--- config.mk ---
export PLATFORM = sky130hd
export DESIGN_NAME = mem_access_ctrl
export DESIGN_NICKNAME = d
export VERILOG_FILES = /design/src/rtl/riscv_mem_pkg.sv /design/src/rtl/load_align_extend.sv /design/src/rtl/mem_access_ctrl.sv
export SDC_FILE = /design/constraint.sdc
export NUM_CORES = 1
export LEC_CHECK = 0
export BUFFER_PORTS_ARGS = -buffer_cell sky130_fd_sc_hd__buf_2
export CAP_MARGIN = 20
export CORE_UTILIZATION = 59
export DETAILED_ROUTE_END_ITERATION = 16
export PLACE_DENSITY = 0.91
export SLEW_MARGIN = 5
export SYNTH_ARGS = -nofsm -noshare
export SYNTH_HDL_FRONTEND = slang
export SYNTH_SLANG_ARGS = --single-unit
--- constraint.sdc ---
create_clock -name clock -period 4.17 [get_ports clock]
set_clock_uncertainty 0.15 [all_clocks]
set_input_delay 0.417 -clock clock [delete_from_list [all_inputs] [get_ports clock]]
set_output_delay 0.417 -clock clock [all_outputs]
set_load 0.005 [all_outputs]
--- src/rtl/riscv_mem_pkg.sv ---
// Shared types and opcode helpers for the load/store engine.
package riscv_mem_pkg;

  typedef enum logic [3:0] {
    OP_LB  = 4'd0,
    OP_LH  = 4'd1,
    OP_LW  = 4'd2,
    OP_LBU = 4'd3,
    OP_LHU = 4'd4,
    OP_LWU = 4'd5,
    OP_SD  = 4'd6,
    OP_SW  = 4'd7,
    OP_SH  = 4'd8,
    OP_SB  = 4'd9,
    OP_LD  = 4'd10
  } mem_op_e;

  typedef enum logic [2:0] {
    S_IDLE,
    S_RD,
    S_RD_WAIT,
    S_WR,
    S_RESP
  } mac_state_e;

  typedef struct packed {
    mem_op_e     op;
    logic [63:0] addr;
    logic [63:0] wdata;
  } mem_req_t;

  function automatic logic is_valid_op(input logic [3:0] op);
    return op <= 4'd10;
  endfunction

  function automatic logic is_load(input mem_op_e op);
    case (op)
      OP_LB, OP_LH, OP_LW, OP_LBU, OP_LHU, OP_LWU, OP_LD: return 1'b1;
      default: return 1'b0;
    endcase
  endfunction

  function automatic logic is_rmw(input mem_op_e op);
    case (op)
      OP_SW, OP_SH, OP_SB: return 1'b1;
      default: return 1'b0;
    endcase
  endfunction

  function automatic logic [3:0] op_size(input mem_op_e op);
    case (op)
      OP_LB, OP_LBU, OP_SB: return 4'd1;
      OP_LH, OP_LHU, OP_SH: return 4'd2;
      OP_LW, OP_LWU, OP_SW: return 4'd4;
      default: return 4'd8;
    endcase
  endfunction

  function automatic logic misaligned(input mem_op_e op, input logic [2:0] off);
    case (op_size(op))
      4'd2:    return off[0];
      4'd4:    return |off[1:0];
      4'd8:    return |off;
      default: return 1'b0;
    endcase
  endfunction

  // Bytes of the 64-bit word touched by an access of the given size at off.
  function automatic logic [7:0] byte_mask(input logic [3:0] size, input logic [2:0] off);
    logic [7:0] m;
    case (size)
      4'd1:    m = 8'h01;
      4'd2:    m = 8'h03;
      4'd4:    m = 8'h0F;
      default: m = 8'hFF;
    endcase
    return m << off;
  endfunction

endpackage

--- src/rtl/load_align_extend.sv ---
// Selects the addressed lane of a read word and sign/zero-extends it.
module load_align_extend
  import riscv_mem_pkg::*;
(
  input  logic [63:0] rdata,
  input  logic [2:0]  off,
  input  mem_op_e     op,
  output logic [63:0] result
);

  logic [63:0] lane;
  assign lane = rdata >> {off, 3'b000};

  always_comb begin
    result = lane;
    case (op)
      OP_LB:   result = {{56{lane[7]}},  lane[7:0]};
      OP_LH:   result = {{48{lane[15]}}, lane[15:0]};
      OP_LW:   result = {{32{lane[31]}}, lane[31:0]};
      OP_LBU:  result = {56'd0, lane[7:0]};
      OP_LHU:  result = {48'd0, lane[15:0]};
      OP_LWU:  result = {32'd0, lane[31:0]};
      default: result = lane;
    endcase
  end

endmodule

--- src/rtl/mem_access_ctrl.sv ---
// Sequential load/store engine: aligned loads, full-word sd, and
// read-modify-write sub-word stores against a memory without byte enables.
module mem_access_ctrl
  import riscv_mem_pkg::*;
#(
  parameter int MEM_RD_LAT = 2
) (
  input  logic        clock,
  input  logic        reset,
  input  logic        req_valid,
  output logic        req_ready,
  input  logic [3:0]  req_op,
  input  logic [63:0] req_addr,
  input  logic [63:0] req_wdata,
  output logic        resp_valid,
  output logic [63:0] resp_rdata,
  output logic        resp_err,
  output logic [63:0] mem_addr,
  output logic        mem_rd,
  output logic        mem_wr,
  output logic [63:0] mem_wdata,
  input  logic [63:0] mem_rdata
);

  localparam logic [2:0] LAT3 = 3'(MEM_RD_LAT);

  mac_state_e  state_q, state_d;
  mem_req_t    req_q, req_d;
  logic [2:0]  cnt_q, cnt_d;
  logic        err_q, err_d;
  logic [63:0] wword_q, wword_d;
  logic [63:0] res_q, res_d;

  mem_op_e     req_op_e;
  logic [2:0]  off;
  logic [7:0]  bmask;
  logic [63:0] wshift, merged, ext;

  assign req_op_e = mem_op_e'(req_op);
  assign off      = req_q.addr[2:0];

  load_align_extend u_lae (
    .rdata  (mem_rdata),
    .off    (off),
    .op     (req_q.op),
    .result (ext)
  );

  // Sub-word store merge: only the addressed bytes take store data.
  always_comb begin
    bmask  = byte_mask(op_size(req_q.op), off);
    wshift = req_q.wdata << {off, 3'b000};
    merged = '0;
    for (int i = 0; i < 8; i++) begin
      merged[8*i +: 8] = bmask[i] ? wshift[8*i +: 8] : mem_rdata[8*i +: 8];
    end
  end

  assign req_ready  = (state_q == S_IDLE) && reset;
  assign mem_rd     = (state_q == S_RD);
  assign mem_wr     = (state_q == S_WR);
  assign mem_wdata  = wword_q;
  assign mem_addr   = {req_q.addr[63:3], 3'b000};
  assign resp_valid = (state_q == S_RESP);
  assign resp_rdata = resp_valid ? res_q : 64'd0;
  assign resp_err   = resp_valid && err_q;

  always_comb begin
    state_d = state_q;
    req_d   = req_q;
    cnt_d   = cnt_q;
    err_d   = err_q;
    wword_d = wword_q;
    res_d   = res_q;
    case (state_q)
      S_IDLE: begin
        if (req_valid && req_ready) begin
          req_d   = '{op: req_op_e, addr: req_addr, wdata: req_wdata};
          res_d   = '0;
          err_d   = 1'b0;
          wword_d = req_wdata;
          if (!is_valid_op(req_op) || misaligned(req_op_e, req_addr[2:0])) begin
            err_d   = 1'b1;
            state_d = S_RESP;
          end else if (is_load(req_op_e) || is_rmw(req_op_e)) begin
            state_d = S_RD;
          end else begin
            state_d = S_WR;
          end
        end
      end
      S_RD: begin
        cnt_d   = 3'd1;
        state_d = S_RD_WAIT;
      end
      S_RD_WAIT: begin
        // mem_rdata is only trusted in the cycle the counter reaches the latency.
        if (cnt_q == LAT3) begin
          if (is_load(req_q.op)) begin
            res_d   = ext;
            state_d = S_RESP;
          end else begin
            wword_d = merged;
            state_d = S_WR;
          end
        end else begin
          cnt_d = cnt_q + 3'd1;
        end
      end
      S_WR:    state_d = S_RESP;
      S_RESP:  state_d = S_IDLE;
      default: state_d = S_IDLE;
    endcase
  end

  always_ff @(posedge clock or negedge reset) begin
    if (!reset) begin
      state_q <= S_IDLE;
      req_q   <= '0;
      cnt_q   <= '0;
      err_q   <= 1'b0;
      wword_q <= '0;
      res_q   <= '0;
    end else begin
      state_q <= state_d;
      req_q   <= req_d;
      cnt_q   <= cnt_d;
      err_q   <= err_d;
      wword_q <= wword_d;
      res_q   <= res_d;
    end
  end

endmodule
==> results.md, run 1 <==
- Outcome: complete, no violations
- DR pass1 iterations: 6
- Via count: 17300
- Post-synth top cells: nand2_1, dfrtp_1, o21ai_0
- Period utilisation layout: 79.4%
- Routed length per instance: 24.2 um
- Avg Cell Area, Syn: around 8.4 um^2
- Worst path top cell family by delay: compound AO/OA/AOI/OAI gates
- CTS sink cnt: 267
- Initial Util: 60.0%
- Rel. slew slack: 24.6%
- Yosys top cell by area: dfrtp_1
- Critical path type: flop to flop
- Post-synthesis sequential area ratio: 41.5%
- Clk slew on worst S/H paths: 0.07 ns
- Drt drc: 0
- CP bufs+invs: 1
- Post-synth cell types: 70
- Slowest CP cell: o32ai_2
- Fin Setup TNS: 0 ns
- Max VDD drop: 0.426 mV
- Resize count post-CTS: 0
- Final Net Count: 2487
- Global-route wire length before repair: 96800 um
- Cell breakdown of the critical path: inv_1 > ha_1 > or2_1 > and4_4 > o32a_1 > o32ai_2 > or2_2 > o211ai_1
- Core area: 0.0269 mm^2
- Main synth FF type: dfrtp_1
- Area grow syn2layout: 24.0%
- Bufs on Longest Clock Path: 3
- Least-Margin Pin Slew: 1.12 ns
- CP Max Fanout: 9
- Die ar.: 0.0280 mm^2
- FP Rows: 60
- GPL Wtd Cong: 1.00
- Port-buffer cells: 392
- Worst slack at placement: about 0.97 ns
- Hold WC Path Type: input port to flop
- Gr usage total: 45.3%
- Vias in the first global route: 16700
- RSZ-0062 raised after global routing: no
- Post-synth EDFFs: 0
- Clk_lat worst skew: 0.57 ns
- Critical Path End Type: flop
- Synth Register Bits: 267
- Share of cells above drive strength 1: 23.6%
- Die Ht: 167 um
- Count leader, synth: nand2_1
- CTS tree: done
- Fmax: 0.302 GHz
- Yosys warns: 0
- # Max-Cap Violations: 0
- Detailed placement HPWL: 43600 um
- Io pins: 396
- Lkg Pwr: 0.0101 uW
- Post-Route WL: 64100 um
- Post-Syn Area: 0.0161 mm^2
- Die X: 167 um
- Yosys top cell area share: between 40% and 50%
- Antenna Nets Post-Route: 0
- CTS Buf Count: 27
- Drt via density: roughly 6.5
- Slew Limit Fails: 0
- Post-route minimum period: between 3 and 4 ns
- WP data arrival: about 3.6 ns
- Grt ovf: 0
- Synth area leaders: dfrtp_1, nand2_1, mux2i_1, o21ai_0, buf_4
- Final hold viol count: 0
- Largest net degree at the start of global routing: 91
- Post-synth ARST share: 100%
- Initial antenna violation count: 4
- Final setup violation count: 0
- First DRT Iteration DRCs: 2155
- Pwr Density: 786 mW/mm^2
- Clk Tree Root Cell: clkbuf_16
- Mapped Cells: 1910
- H-tree levels: 1
- Startpoint Class: flop
- Slowest stage delay, CP: around 0.78 ns
- Worst endpoint required time: ~4.4 ns
- Final WS setup: 0.861 ns
[final cells by class]
cell class / instances / area, um^2
fill: 1924 / 6890
multi-input combinational: 1413 / 8270
clock inverter: 17 / 201
inverter: 11 / 41.3
sequential: 267 / 6690
timing repair buffer: 558 / 3610
antenna: 6 / 15.0
clock buffer: 33 / 728
tap: 341 / 427
[power breakdown]
group,switching (uW),internal [uW]
Clock,1120,1490
Sequential,1200,3590
Combinational,5190,3110
Total,7510,8200
[state kept, by name, summed over array words and instances (netlist names)]
register / cells
mem_wdata: 64
mem_addr: 61
state_q: 3
off: 3
cnt_q: 3
req_q: 68
err_q: 1
res_q: 64
[routing by layer]
metal,vias to the layer above,routed length [um],global-route usage (%)
li1,7323,-,-
met1,8132,22800,55.6
met2,1409,28600,70.8
met3,409,7230,11.0
met4,0,5420,31.9
met5,-,0,0
[path summary, 6_finish.rpt]
path / start / end / slack [ns] / cells after the start
setup / recovery: req_q[128] / mem_wdata[39] / 0.86 / 8
min in group asynchronous: reset / err_q / 0.09 / 2
max in group asynchronous: reset / off[0] / 1.98 / 4
setup reg to reg: req_q[128] / mem_wdata[39] / 0.86 / 8
hold reg to reg: mem_addr[14] / mem_addr[14] / 0.32 / 2
hold / removal: req_wdata[32] / req_q[32] / 0.02 / 3
[repair_timing]
item | CTS | global route
endpoints found under the hold margin | 194 | 0
setup buffers | 0 | 0
hold buffers | 125 | 0
[worst reg2reg max path: cells and delay by family, from the launching register on]
family / cells / cell delay, ns
AOI/OAI and AO/OA: 3 / 1.37
and+or+nand+nor: 3 / 0.79
DFF: 1 / 0.42
adders and majority gates: 1 / 0.34
buffers and inverters: 1 / 0.10
[cell families after synthesis]
family          count (synthesis)  synth area share (%)
mux                           142                  10.7
buf+inv                       232                  7.42
other cells                     1                0.0233
simple gates                  840                  22.3
compound gates                417                  17.3
flops                         267                  41.5
xor+xnor                        1                0.0544
fa+ha+maj                      10                 0.776
[through the flow]
| stage | total power, uW | hold slack (ns) | area (um^2) | util [%] | instances |
|---|---|---|---|---|---|
| 4_1_cts | 15200 | 0.00120 | 19900 | 74.0 | 2637 |
| 3_5_place_dp | 12500 | 0.0575 | 17700 | 65.9 | 2462 |
| 2_1_floorplan | 10000 | -0.0286 | 16100 | - | 1912 |
| 5_1_grt | 16400 | 0.0310 | 20000 | 74.3 | 2643 |
| 3_3_place_gp | 12200 | 0.0561 | 17700 | 65.9 | 2462 |
| 6_report | 15700 | 0.0185 | 20000 | 74.3 | 2646 |
[layout by cell type, fill, tap and decap left out, types with 14 or more instances in the layout]
cell,Yosys,routed
nand2_1,576,575
buf_2,23,391
dfrtp_1,267,264
dlygate4sd3_1,0,125
o21ai_0,110,110
mux2i_1,101,101
a21oi_1,81,81
nor2_1,73,71
and3_1,67,66
o211ai_1,50,50
nand3_1,40,40
buf_4,69,36
a21boi_0,31,31
clkbuf_16,0,27
and2_1,22,22
mux4_2,22,22
a22o_1,21,21
o22ai_1,20,20
mux2_2,19,19
nor3_1,15,15
o31ai_1,14,14
No activity file was read; power rests on OpenSTA's default activity.
==> inputs of run 2 (changes only) <==
--- a/config.mk
+++ b/config.mk
@@ -7,9 +7,9 @@
 export LEC_CHECK = 0
 export BUFFER_PORTS_ARGS = -buffer_cell sky130_fd_sc_hd__buf_2
 export CAP_MARGIN = 20
-export CORE_UTILIZATION = 59
+export CORE_UTILIZATION = 55
 export DETAILED_ROUTE_END_ITERATION = 16
-export PLACE_DENSITY = 0.91
+export PLACE_DENSITY = 0.86
 export SLEW_MARGIN = 5
 export SYNTH_ARGS = -nofsm -noshare
 export SYNTH_HDL_FRONTEND = slang
==> constraint.sdc (replaced) <==
create_clock -name clock -period 3.12 [get_ports clock]
set_clock_uncertainty 0.15 [all_clocks]
set_input_delay 0.312 -clock clock [delete_from_list [all_inputs] [get_ports clock]]
set_output_delay 0.312 -clock clock [all_outputs]
set_load 0.005 [all_outputs]
==> run 2 against run 1 <==
  * Combinational power grew 39%
  * Final cell count grew 3.3%
  * Hold slack gained 0.0061 ns
  * Via count shrank 0.52%
  * Wire length grew 2.6%
  * Count of clock-buffer cells in the layout grew 3
  * Non-clock buffer count grew 47
  * Sequential cell count is the same
  * Critical path depth is the same
  * Core utilization shrank 2.9 points
  * Total power grew 36%
  * Clock power grew 39%
  * Critical path type unchanged
  * Critical endpoint is now mem_wdata[50]
  * Highest routed layer is now met5
==> results.md, run 2 (same netlist as run 1, synthesis figures left out) <==
- Most used routing layer: met2
- WHS: 0.0246 ns
- GR Util met3: 9.94%
- Switching share of power: 47.5%
- Grt ovf: 0
- H-tree levels: 1
- Max VDD drop: just under 0.7 mV
- Clk slew on worst S/H paths: 0.07 ns
- Critical path type: flop to flop
- RSZ-0062 raised after global routing: no
- First DRT Iteration DRCs: 2020
- Worst slack at placement: 0.137 ns
- GPL Wtd Cong: between 1 and 1.5
- Vias in the first global route: 16600
- Fmax: 0.332 GHz
- R2r setup slk: around 0.11 ns
- Lkg Pwr: 0.0104 uW
- Gr usage total: 43.1%
- Fin Setup TNS: 0 ns
- Most common cell after layout, fill and taps aside: nand2_1
- Critical Path End Type: flop
- Clk_lat worst skew: 0.58 ns
- Routed length per instance: between 20 and 25 um
- Rel. slew slack: 40.3%
- R2R cell count: 8
- Max reg flops: 68
- Drt drc: 0
- Clk pwr share: 17.0%
- Worst endpoint required time: 3.40 ns
- Outcome: complete, no violations
- Post-Route WL: 65800 um
- Design area: 0.0206 mm^2
- # Max-Cap Violations: 0
- FP Rows: 62
- Port-buffer cells: 392
- Final hold viol count: 0
- NetSw: between 10000 and 15000 uW
- Pwr Density: 1040 mW/mm^2
- Core area: ~0.029 mm^2
- Hold WC Path Type: input port to flop
- Total power: 21400 uW
- Worst Hold Launch: mem_rdata[62]
- Share of cells above drive strength 1: a little under a quarter
- Drt via density: 6.29
- Die ar.: about 0.03 mm^2
- CTS Buf Count: 28
- Final Net Count: 2535
- Least-Margin Pin Slew: 0.893 ns
- Antenna Nets Post-Route: 0
- Fillers: 2100
- Sequential share of power: 29.5%
- Period utilisation layout: 96.5%
- Io pins: 396
- CP Max Fanout: 8
- Initial antenna violation count: 3
- Post-CTS setup buffer count: 0
- Area grow syn2layout: 27.6%
- Final setup violation count: 0
- Startpoint Class: flop
- Most frequent cells in the layout: nand2_1, buf_2, dfrtp_1, dlygate4sd3_1, o21ai_0
- Top reg by flops: req_q
- Die Ht: 173 um
- CTS sink cnt: 267
- Detailed placement HPWL: roughly 44000 um
- Gate power share: 53.6%
- Global-route wire length before repair: just under 100000 um
- GRT met2 Usage: around two thirds
- Source of the critical timing path: req_q[128]
- CP endpoint: mem_wdata[50]
- Internal Pwr Total: 11200 uW
- Final WS setup: 0.109 ns
- Initial Util: 56.0%
- WP data arrival: 3.29 ns
- Clk Tree Root Cell: clkbuf_16
- Slew Limit Fails: 0
- DR pass1 iterations: 6
- Bufs on Longest Clock Path: 3
- Via count: roughly 17000
- Die X: 173 um
- Cell Area, Placed: around 0.018 mm^2
- Worst R2R Start: req_q[128]
- Post-route minimum period: 3.01 ns
- FF-to-FF End: mem_wdata[50]
- CTS tree: done
- Largest net degree at the start of global routing: 147
- M1 GR Usage: 54.6%
## run 2: changes by cell type in the layout (fill, tap and decap cells not counted), sizes merged
cell         delta
buf             +9
clkbuf          +3
dlygate4sd3    +38
diode           -5
clkinv          -2
## run 2: worst max-delay path, cell delays in order, from the launching register on
cell	delay (ns)
dfrtp_1	0.42
inv_1	0.09
ha_1	0.34
or2_1	0.24
and4_4	0.20
o32a_2	0.45
or3_1	0.48
a221oi_1	0.42
o31ai_1	0.10
## run 2: what timing repair did
| action | in CTS | in global routing |
|---|---|---|
| resized for setup | 0 | 1 |
| hold buffers | 163 | 0 |
| hold endpoints to repair | 259 | 0 |
| endpoints found under the setup margin | 0 | 9 |
## run 2: routing by layer
metal | wire, um | share of wire [%] | up-vias
met4 | 4770 | 7.3 | 6
li1 | - | - | 7396
met5 | 33 | 0.050 | -
met2 | 29400 | 45 | 1265
met3 | 7030 | 11 | 334
met1 | 24500 | 37 | 8183
## run 2: how the worst min path moves through the flow
stage,endpoint,slack [ns],cells after the start
2_1_floorplan,cnt_q[0],-0.13,0
3_3_place_gp,mem_addr[10],0.04,1
3_5_place_dp,mem_addr[10],0.04,1
4_1_cts,mem_wdata[58],0.009,3
5_1_grt,mem_wdata[58],0.02,3
6_report,mem_wdata[62],0.02,3
## run 2: stage by stage
step | std cells | utilization [%]
final | 2732 | 71.4
after global routing | 2731 | 71.4
after CTS | 2731 | 71.4
after detailed placement | 2517 | 62.3
after global placement | 2517 | 62.3
after floorplan | 1912 | -
## run 2: final cells by class
type                    instances  area, um^2  share of cell area, %
clock buffers                  36         781                   3.80
diodes                          1        2.50                 0.0122
well taps                     384         480                   2.34
clock inverters                15         201                  0.980
multi-input cells            1413        8270                   40.2
flip-flops and latches        267        6690                   32.5
inverters                      11        41.3                  0.201
repair buffers                605        4090                   19.9
## run 2: power groups by stage
| stage | registers (uW) | logic, uW | clock network, uW |
|---|---|---|---|
| 6_report | 6300 | 11500 | 3630 |
| 2_1_floorplan | 5550 | 7840 | 0 |
| 3_5_place_dp | 6150 | 10800 | 0 |
| 4_1_cts | 6120 | 11000 | 3610 |
| 3_3_place_gp | 6140 | 10600 | 0 |
| 5_1_grt | 6350 | 12200 | 3760 |
